[config.mk]
export PLATFORM = sky130hd
export DESIGN_NAME = goldschmidt_ctrl
export DESIGN_NICKNAME = d
export VERILOG_FILES = /design/src/rtl/gs_pkg.sv /design/src/rtl/gs_iter_counter.sv /design/src/rtl/goldschmidt_ctrl.sv
export SDC_FILE = /design/constraint.sdc
export NUM_CORES = 1
export LEC_CHECK = 0
export ABC_CLOCK_PERIOD_IN_PS = 1450
export BUFFER_PORTS_ARGS = -buffer_cell sky130_fd_sc_hd__buf_4
export CORE_MARGIN = 1.5
export CORE_UTILIZATION = 46
export DETAILED_ROUTE_END_ITERATION = 8
export PLACE_DENSITY = 0.71
export SLEW_MARGIN = 20
export SYNTH_ARGS = -nofsm -noshare
export SYNTH_HDL_FRONTEND = slang
export SYNTH_SLANG_ARGS = --single-unit
[constraint.sdc]
create_clock -name clk -period 1.45 [get_ports clk]
set_input_delay 0.2175 -clock clk [delete_from_list [all_inputs] [get_ports clk]]
set_output_delay 0.2175 -clock clk [all_outputs]
set_load 0.1 [all_outputs]
[src/rtl/gs_pkg.sv]
// gs_pkg: types and constants that the Goldschmidt divider sequencing controller
// and its iteration counter share.
//   state_t   controller states: IDLE, N0, D0, NI, DI, DONE
//   ND_*      ndSelect operand-select codes
//   K_*       kSelect K-source codes
//   ctrl_t    bundle of the Moore outputs that one state decodes to
//   decode()  maps a state to its control outputs
package gs_pkg;

  typedef enum logic [2:0] {IDLE, N0, D0, NI, DI, DONE} state_t;

  localparam logic [1:0] ND_D    = 2'd0;
  localparam logic [1:0] ND_N    = 2'd1;
  localparam logic [1:0] ND_NEWD = 2'd2;
  localparam logic [1:0] ND_NEWN = 2'd3;

  localparam logic K_IA   = 1'b0;
  localparam logic K_ITER = 1'b1;

  typedef struct packed {
    logic       k_sel;
    logic [1:0] nd_sel;
    logic       n_en;
    logic       d_en;
    logic       busy;
    logic       done;
  } ctrl_t;

  // Every control output is 0 unless the state explicitly sets it.
  function automatic ctrl_t decode(input state_t s);
    ctrl_t c;
    c = '0;
    case (s)
      N0: begin
        c.k_sel  = K_IA;
        c.nd_sel = ND_N;
        c.n_en   = 1'b1;
        c.busy   = 1'b1;
      end
      D0: begin
        c.k_sel  = K_IA;
        c.nd_sel = ND_D;
        c.d_en   = 1'b1;
        c.busy   = 1'b1;
      end
      NI: begin
        c.k_sel  = K_ITER;
        c.nd_sel = ND_NEWN;
        c.n_en   = 1'b1;
        c.busy   = 1'b1;
      end
      DI: begin
        c.k_sel  = K_ITER;
        c.nd_sel = ND_NEWD;
        c.d_en   = 1'b1;
        c.busy   = 1'b1;
      end
      DONE:    c.done = 1'b1;
      default: c = '0;
    endcase
    return c;
  endfunction

endpackage

[src/rtl/gs_iter_counter.sv]
// gs_iter_counter: counter for the refinement iterations.
//   clk       clock
//   reset     synchronous, active-low
//   clr       clear the count to 0 (a division is accepted)
//   inc       advance the count by 1 (an iteration is complete)
//   last_val  compare value, ITERS-1
//   last      the count equals last_val
module gs_iter_counter #(
  parameter int CNT_W = 4
) (
  input  logic             clk,
  input  logic             reset,
  input  logic             clr,
  input  logic             inc,
  input  logic [CNT_W-1:0] last_val,
  output logic             last
);

  logic [CNT_W-1:0] iter_reg;

  always_ff @(posedge clk) begin
    if (!reset || clr) begin
      iter_reg <= '0;
    end else if (inc) begin
      iter_reg <= iter_reg + 1'b1;
    end
  end

  assign last = (iter_reg == last_val);

endmodule

[src/rtl/goldschmidt_ctrl.sv]
// goldschmidt_ctrl: sequencing controller for the 16-bit Goldschmidt divider.
// A division runs one IA-scaling pass (N0, D0), then ITERS refinement
// iterations (NI, DI). The datapath has a single shared multiplier, so each
// step is split into an N half followed by a D half.
//   clk       clock
//   reset     synchronous, active-low
//   start     request a division (accepted only in IDLE)
//   divZero   the D operand is zero (sampled together with an accepted start)
//   abort     cancel the operation in flight; in DONE it acts as ack
//   ack       the consumer has taken the result
//   kSelect   K source: 0 = IA, 1 = 2 - newD
//   ndSelect  operand: 0 = D, 1 = N, 2 = newD, 3 = newN
//   nEnable   load the N result register
//   dEnable   load the D result register
//   busy      a division is in flight (N0..DI)
//   done      the result is valid; held until ack
//   error     divide-by-zero; meaningful only while done = 1
module goldschmidt_ctrl
  import gs_pkg::*;
#(
  parameter int ITERS = 3,
  parameter int CNT_W = 4
) (
  input  logic       clk,
  input  logic       reset,
  input  logic       start,
  input  logic       divZero,
  input  logic       abort,
  input  logic       ack,
  output logic       kSelect,
  output logic [1:0] ndSelect,
  output logic       nEnable,
  output logic       dEnable,
  output logic       busy,
  output logic       done,
  output logic       error
);

  localparam logic [CNT_W-1:0] LAST_ITER = CNT_W'(ITERS - 1);

  state_t state_reg;
  state_t state_next;
  logic   err_reg;
  logic   err_next;
  ctrl_t  ctrl_reg;
  logic   iter_last;
  logic   iter_clr;
  logic   iter_inc;

  // abort overrides every other transition, including a start in IDLE.
  assign iter_clr = (state_reg == IDLE) && start && !divZero && !abort;
  assign iter_inc = (state_reg == DI) && !abort && !iter_last;

  gs_iter_counter #(.CNT_W(CNT_W)) u_iter (
    .clk      (clk),
    .reset    (reset),
    .clr      (iter_clr),
    .inc      (iter_inc),
    .last_val (LAST_ITER),
    .last     (iter_last)
  );

  always_comb begin
    state_next = state_reg;
    err_next   = err_reg;
    if (abort) begin
      state_next = IDLE;
      err_next   = 1'b0;
    end else begin
      case (state_reg)
        IDLE: begin
          if (start) begin
            state_next = divZero ? DONE : N0;
            err_next   = divZero;
          end
        end
        N0:   state_next = D0;
        D0:   state_next = NI;
        NI:   state_next = DI;
        DI:   state_next = iter_last ? DONE : NI;
        DONE: begin
          if (ack) begin
            state_next = IDLE;
            err_next   = 1'b0;
          end
        end
        default: state_next = IDLE;
      endcase
    end
  end

  // The outputs are registered as the decode of the state being entered, so
  // they always match the state register without a combinational output path.
  always_ff @(posedge clk) begin
    if (!reset) begin
      state_reg <= IDLE;
      err_reg   <= 1'b0;
      ctrl_reg  <= '0;
    end else begin
      state_reg <= state_next;
      err_reg   <= err_next;
      ctrl_reg  <= decode(state_next);
    end
  end

  assign kSelect  = ctrl_reg.k_sel;
  assign ndSelect = ctrl_reg.nd_sel;
  assign nEnable  = ctrl_reg.n_en;
  assign dEnable  = ctrl_reg.d_en;
  assign busy     = ctrl_reg.busy;
  assign done     = ctrl_reg.done;
  assign error    = err_reg;

endmodule
**Yosys cells after proc, flatten, opt, wreduce, memory -nomap -nowiden**

Index checks and enable logic that the tools add are counted.
Widths: inputs -> output; s select.

- Bits in registers: 15
- Bits of input ports: 6
- Output and inout bits: 8
- Logic and storage cells: 55

- Add/subtract/negate cells: 1
- Equal/unequal tests: 13
- Muxes and demuxes: 14
- Bitwise gates (word level): 1
- Reductions and logical operators: 17

Operator list:

| kind | count |
|---|---|
| $pmux 3 s6 | 1 |
| $mux 3 | 5 |
| $eq 3x2->1 const B | 4 |
| $eq 3x3->1 const B | 4 |
| $pmux 3 s3 | 1 |
| $eq 3x1->1 const B | 2 |
| $mux 1 | 6 |
| $reduce_or 2->1 | 3 |
| $logic_and 1x1->1 | 5 |
| $add 4x1->4 const B | 1 |
| $eq 4x2->1 const B | 1 |
| $logic_not 1->1 | 4 |
| $ne 2x2->1 const B | 2 |
| $reduce_or 4->1 | 1 |
| $logic_not 3->1 | 1 |
| $reduce_and 3->1 | 1 |
| $pmux 1 s2 | 1 |
| $reduce_bool 2->1 | 1 |
| $logic_or 1x1->1 | 1 |
| $not 1->1 | 1 |

**Logic depth before layout (Yosys ltp)**

- Depth in word-level cells: 7
- Depth in mapped cells: 6
- Gate-level depth less buffers: 6

**By module**

A second synthesis with hierarchy kept.

- Cells, all modules: 76
- Area, all modules: 759.5 um2

Modules (own cells, without submodules):

| module | times used | cells each | area an instance (um2) | seq. area each (um2) |
|---|---|---|---|---|
| goldschmidt_ctrl | 1 | 54 | 538.0 | 200.2 |
| gs_iter_counter | 1 | 22 | 221.5 | 80.1 |

**Least setup slack after synthesis**

OpenSTA, ideal clock, no wires.

- Path kind: register to output
- Start point: reg, netlist name nEnable
- End point: out ndSelect[0]
- Arrival: 1356 ps
- Data required time: 1233 ps
- Slack: -124 ps
- Cell stages (with the launch flop): 2
- Path buffers: 1
- Cells stage by stage: dfxtp_1 -> buf_4

RTL lines:

| element | line | source |
|---|---|---|
| end: declaration | goldschmidt_ctrl.sv:31 | `output logic [1:0] ndSelect,` |

**Worst setup path in the final report**

- Start point: reg u_iter.iter_reg[0]
- End point: reg ctrl_reg (netlist bit nEnable)

- Cells in the longest elaborated chain, start to end: 7
- Elaborated cells between the ends (all ways): 8
- Classes of those cells: eq/ne (3); mux (4); reduce/logical (1)

RTL lines:

| element | line | source |
|---|---|---|
| start: declaration | gs_iter_counter.sv:19 | `logic [CNT_W-1:0] iter_reg;` |
| start signal: assignment | gs_iter_counter.sv:25 | `iter_reg <= iter_reg + 1'b1;` |
| $eq 4x2->1 * | gs_iter_counter.sv:29 | `assign last = (iter_reg == last_val);` |
| $mux 3 * | goldschmidt_ctrl.sv:80 | `DI: state_next = iter_last ? DONE : NI;` |
| $pmux 3 s6 * | goldschmidt_ctrl.sv:70 | `case (state_reg)` |
| $mux 3 * | goldschmidt_ctrl.sv:66 | `if (abort) begin` |
| $eq 3x2->1 or $eq 3x1->1 (tied branches) | gs_pkg.sv:33 | `case (s)` |
| $reduce_or 2->1 (no line) * | n/a |  |
| $mux 1 * | gs_pkg.sv:33 |  |
| end signal: assignment | goldschmidt_ctrl.sv:102 | `ctrl_reg <= decode(state_next);` |
| end: declaration | goldschmidt_ctrl.sv:45 | `ctrl_t ctrl_reg;` |

Every way passes the cells marked *; elsewhere a longest branch is shown, timed or not.
A chain may end at the register's enable or synchronous reset.

==> results.toml <==
[place]
finalWeightedCongestion = 0.789
dp_hpwl_um = 968
dp_slack_ns = -0.0374
io_buffer_count = 13
dpl.cell_count = 97
placed_area_um2 = 831

[run_status]
status = "completed"

[floorplanning]
die_area_um2 = 1760
row_count = 13
ios = 14
die_h_um = 42.0
start_util_pct = 51.2
core_um2 = 1370
die_w_um = 42.0

[clock_network]
clkLatencyLatePin_ns = 0.27
cts_made_buffers = 3
cts_hold_buf = 0
clock_path_buffers = 2
clock_sinks = 13
cts-root-buf = "clkbuf_4"
clk_pin_slew_ns = 0.08
cts-htree-levels = 1
cts_tree = "built"

[timing]
hold_viol = 0
rsz0062_at_grt = "no"
tightest_slew_ns = 0.331
tns_ns = 0
fin_ws_ns = 0.0510
fin_crit_ns = 1.40
skew_ns = 0.00153
post-route-period-util_pct = 96.5
setup_viol_count_final = 0
drv_slew = 0
slew_headroom_pct = 77.7
max_clock_freq_ghz = 0.715
holdWs_ns = 0.216

[power_and_ir_drop]
p_leak_nw = 0.359
power.switching_uw = 249
power_density_nw_per_um2 = 844
total_power_uw = 797
p_seq_share_pct = 47.4
cell_internal_pwr_uw = 548
peakVddDrop_uv = 743
power_frac_clock_pct = 27.2
pwr-share-comb_pct = 25.4
switching_share_pct = 31.3

[logic_synthesis]
synth_seq_area_share_pct = 37.2
yosysUniqueCellTypes = 33
synth.area.top_cells = "dfxtp_1, nor2_1, xnor2_1, ha_1, nor3b_2"
ys.flop_type = "dfxtp_1"
synth_edf_count = 0
netlist_instances = 68
syn_area_per_cell_um2 = 10.3
yosys_warnings = 0
syn_nets = 76
synth_top_cell_area_share_pct = 37.2
synth_area_um2 = 699
ys_ff_latch = 13
synth-async-reset-ratio_pct = 0
yosysTopAreaCell = "dfxtp_1"

[final_layout]
final_cells = 104
antenna_cells = 0
final_layout_size_suffix_gt1_share_pct = 51.7
fin_util_pct = 69.1
largest_reg_flops = 4
fin_area_um2 = 945
syn2layout_area_growth_pct = 35.1
layout.nets = 98

[setup_path]
crit_path_end_kind = "flop"
crit_slowest_cell = "dfxtp_2"
critPathLaunch = "u_iter.iter_reg[0]"
cp.arrival_ns = 1.57
worstPathRequired_ns = 1.62
worstReg2RegEnd = "nEnable"
crit_type = "reg -> reg"
cp-start-kind = "flop"
endpoint = "nEnable"
reg2reg_slack_ns = 0.05
ff2ff_path_depth = 6
cpPeakStageDelay_ns = 0.33
crit_fanout = 4
path_cells = "inv_2 > ha_4 > nor3b_4 > a31oi_4 > and2_4 > and2_1"
regToRegStartpoint = "u_iter.iter_reg[0]"

[route]
first_pass_iters = 4
wl_per_cell_um = 13.5
drcViolationCount = 0
vias_per_cell = 5.41
drtIter0Drc = 12
vias = 563
totalWireLength_um = 1400
ant_nets = 0

[global_routing]
antenna_found_initial = 0
grt_max_degree = 8
grtUsageTotal_pct = 16.7
grt_pass1_vias = 540
grt_pass1_wl_um = 2240
overflow = 0

[run]
maxCapViolations = 0

[hold_path]
hold_class = "in -> reg"
[logic make-up (layout without fill, tap and decap cells)]
logic type      after synthesis  count (layout)  share of synthesized area [%]
compound gates               14              14                           18.2
xor+xnor                      3               3                           3.76
fa+ha+maj                     2               2                           3.58
buf+inv                       7              28                           6.62
flops                        13              13                           37.2
mux                           2               2                           2.86
simple gates                 27              27                           27.7
[layout make-up]
type / instances / area, um^2
clock buffer: 4 / 26.3
inverter: 2 / 7.51
timing repair buffer: 22 / 169
fill: 106 / 422
tap: 15 / 18.8
sequential: 13 / 268
multi-input combinational: 48 / 455
[worst max-delay path: cells and delay by family (launching register included)]
kind / cells / cell delay, ns
AND/OR/NAND/NOR: 3 / 0.63
flip-flops: 1 / 0.33
AO/OA/AOI/OAI: 1 / 0.14
adder cells (fa/ha/maj): 1 / 0.13
buffers and inverters: 1 / 0.06
[repair_timing]
item                                    4_1_cts  5_1_grt
pin swaps                                     1        4
resized for setup                             2       12
setup buffers                                 1        2
endpoints found under the setup margin        4       10
[power groups by stage]
| stage | logic [mW] | clock network (mW) | registers (mW) |
|---|---|---|---|
| 2_1_floorplan | 0.0941 | 0 | 0.433 |
| 3_3_place_gp | 0.185 | 0 | 0.385 |
| 3_5_place_dp | 0.187 | 0 | 0.385 |
| 4_1_cts | 0.190 | 0.223 | 0.377 |
| 5_1_grt | 0.215 | 0.239 | 0.379 |
| 6_report | 0.202 | 0.217 | 0.378 |
[how the worst min path moves through the flow]
stage / start / end / slack, ns / depth (start not counted)
after global routing: reset / u_iter.iter_reg[1] / 0.22 / 3
after floorplan: reset / u_iter.iter_reg[1] / 0.35 / 2
after detailed placement: reset / u_iter.iter_reg[1] / 0.50 / 3
after global placement: reset / u_iter.iter_reg[1] / 0.50 / 3
final: reset / u_iter.iter_reg[1] / 0.22 / 3
after CTS: reset / u_iter.iter_reg[1] / 0.21 / 3
[metal layers]
metal | up-vias | share of wire [%] | global-route usage (%)
met4 | 0 | 0.36 | 3.87
li1 | 284 | - | -
met1 | 269 | 46 | 19.7
met5 | - | 0 | 0
met3 | 2 | 2.6 | 6.47
met2 | 8 | 51 | 28.4
[layout by cell type (no fill, tap or decap), types with 2 or more instances in the layout]
cell,count
nor3_1,2
buf_4,21
nor2b_1,2
a21oi_1,4
mux2i_1,2
nor2_1,7
xnor2_1,3
dfxtp_2,6
clkbuf_4,3
a21o_1,2
dfxtp_1,7
nand2_1,2
nand2b_1,2
[cell usage after synthesis (all sizes together), types with 2 or more instances]
cell type,instances
nor3,4
nand2b,2
buf,5
a21oi,4
xnor2,3
a21o,2
dfxtp,13
and2,2
nand2,2
ha,2
nor2,7
nor3b,2
nor2b,2
inv,2
mux2i,2
(Power assumes the default switching activity.)
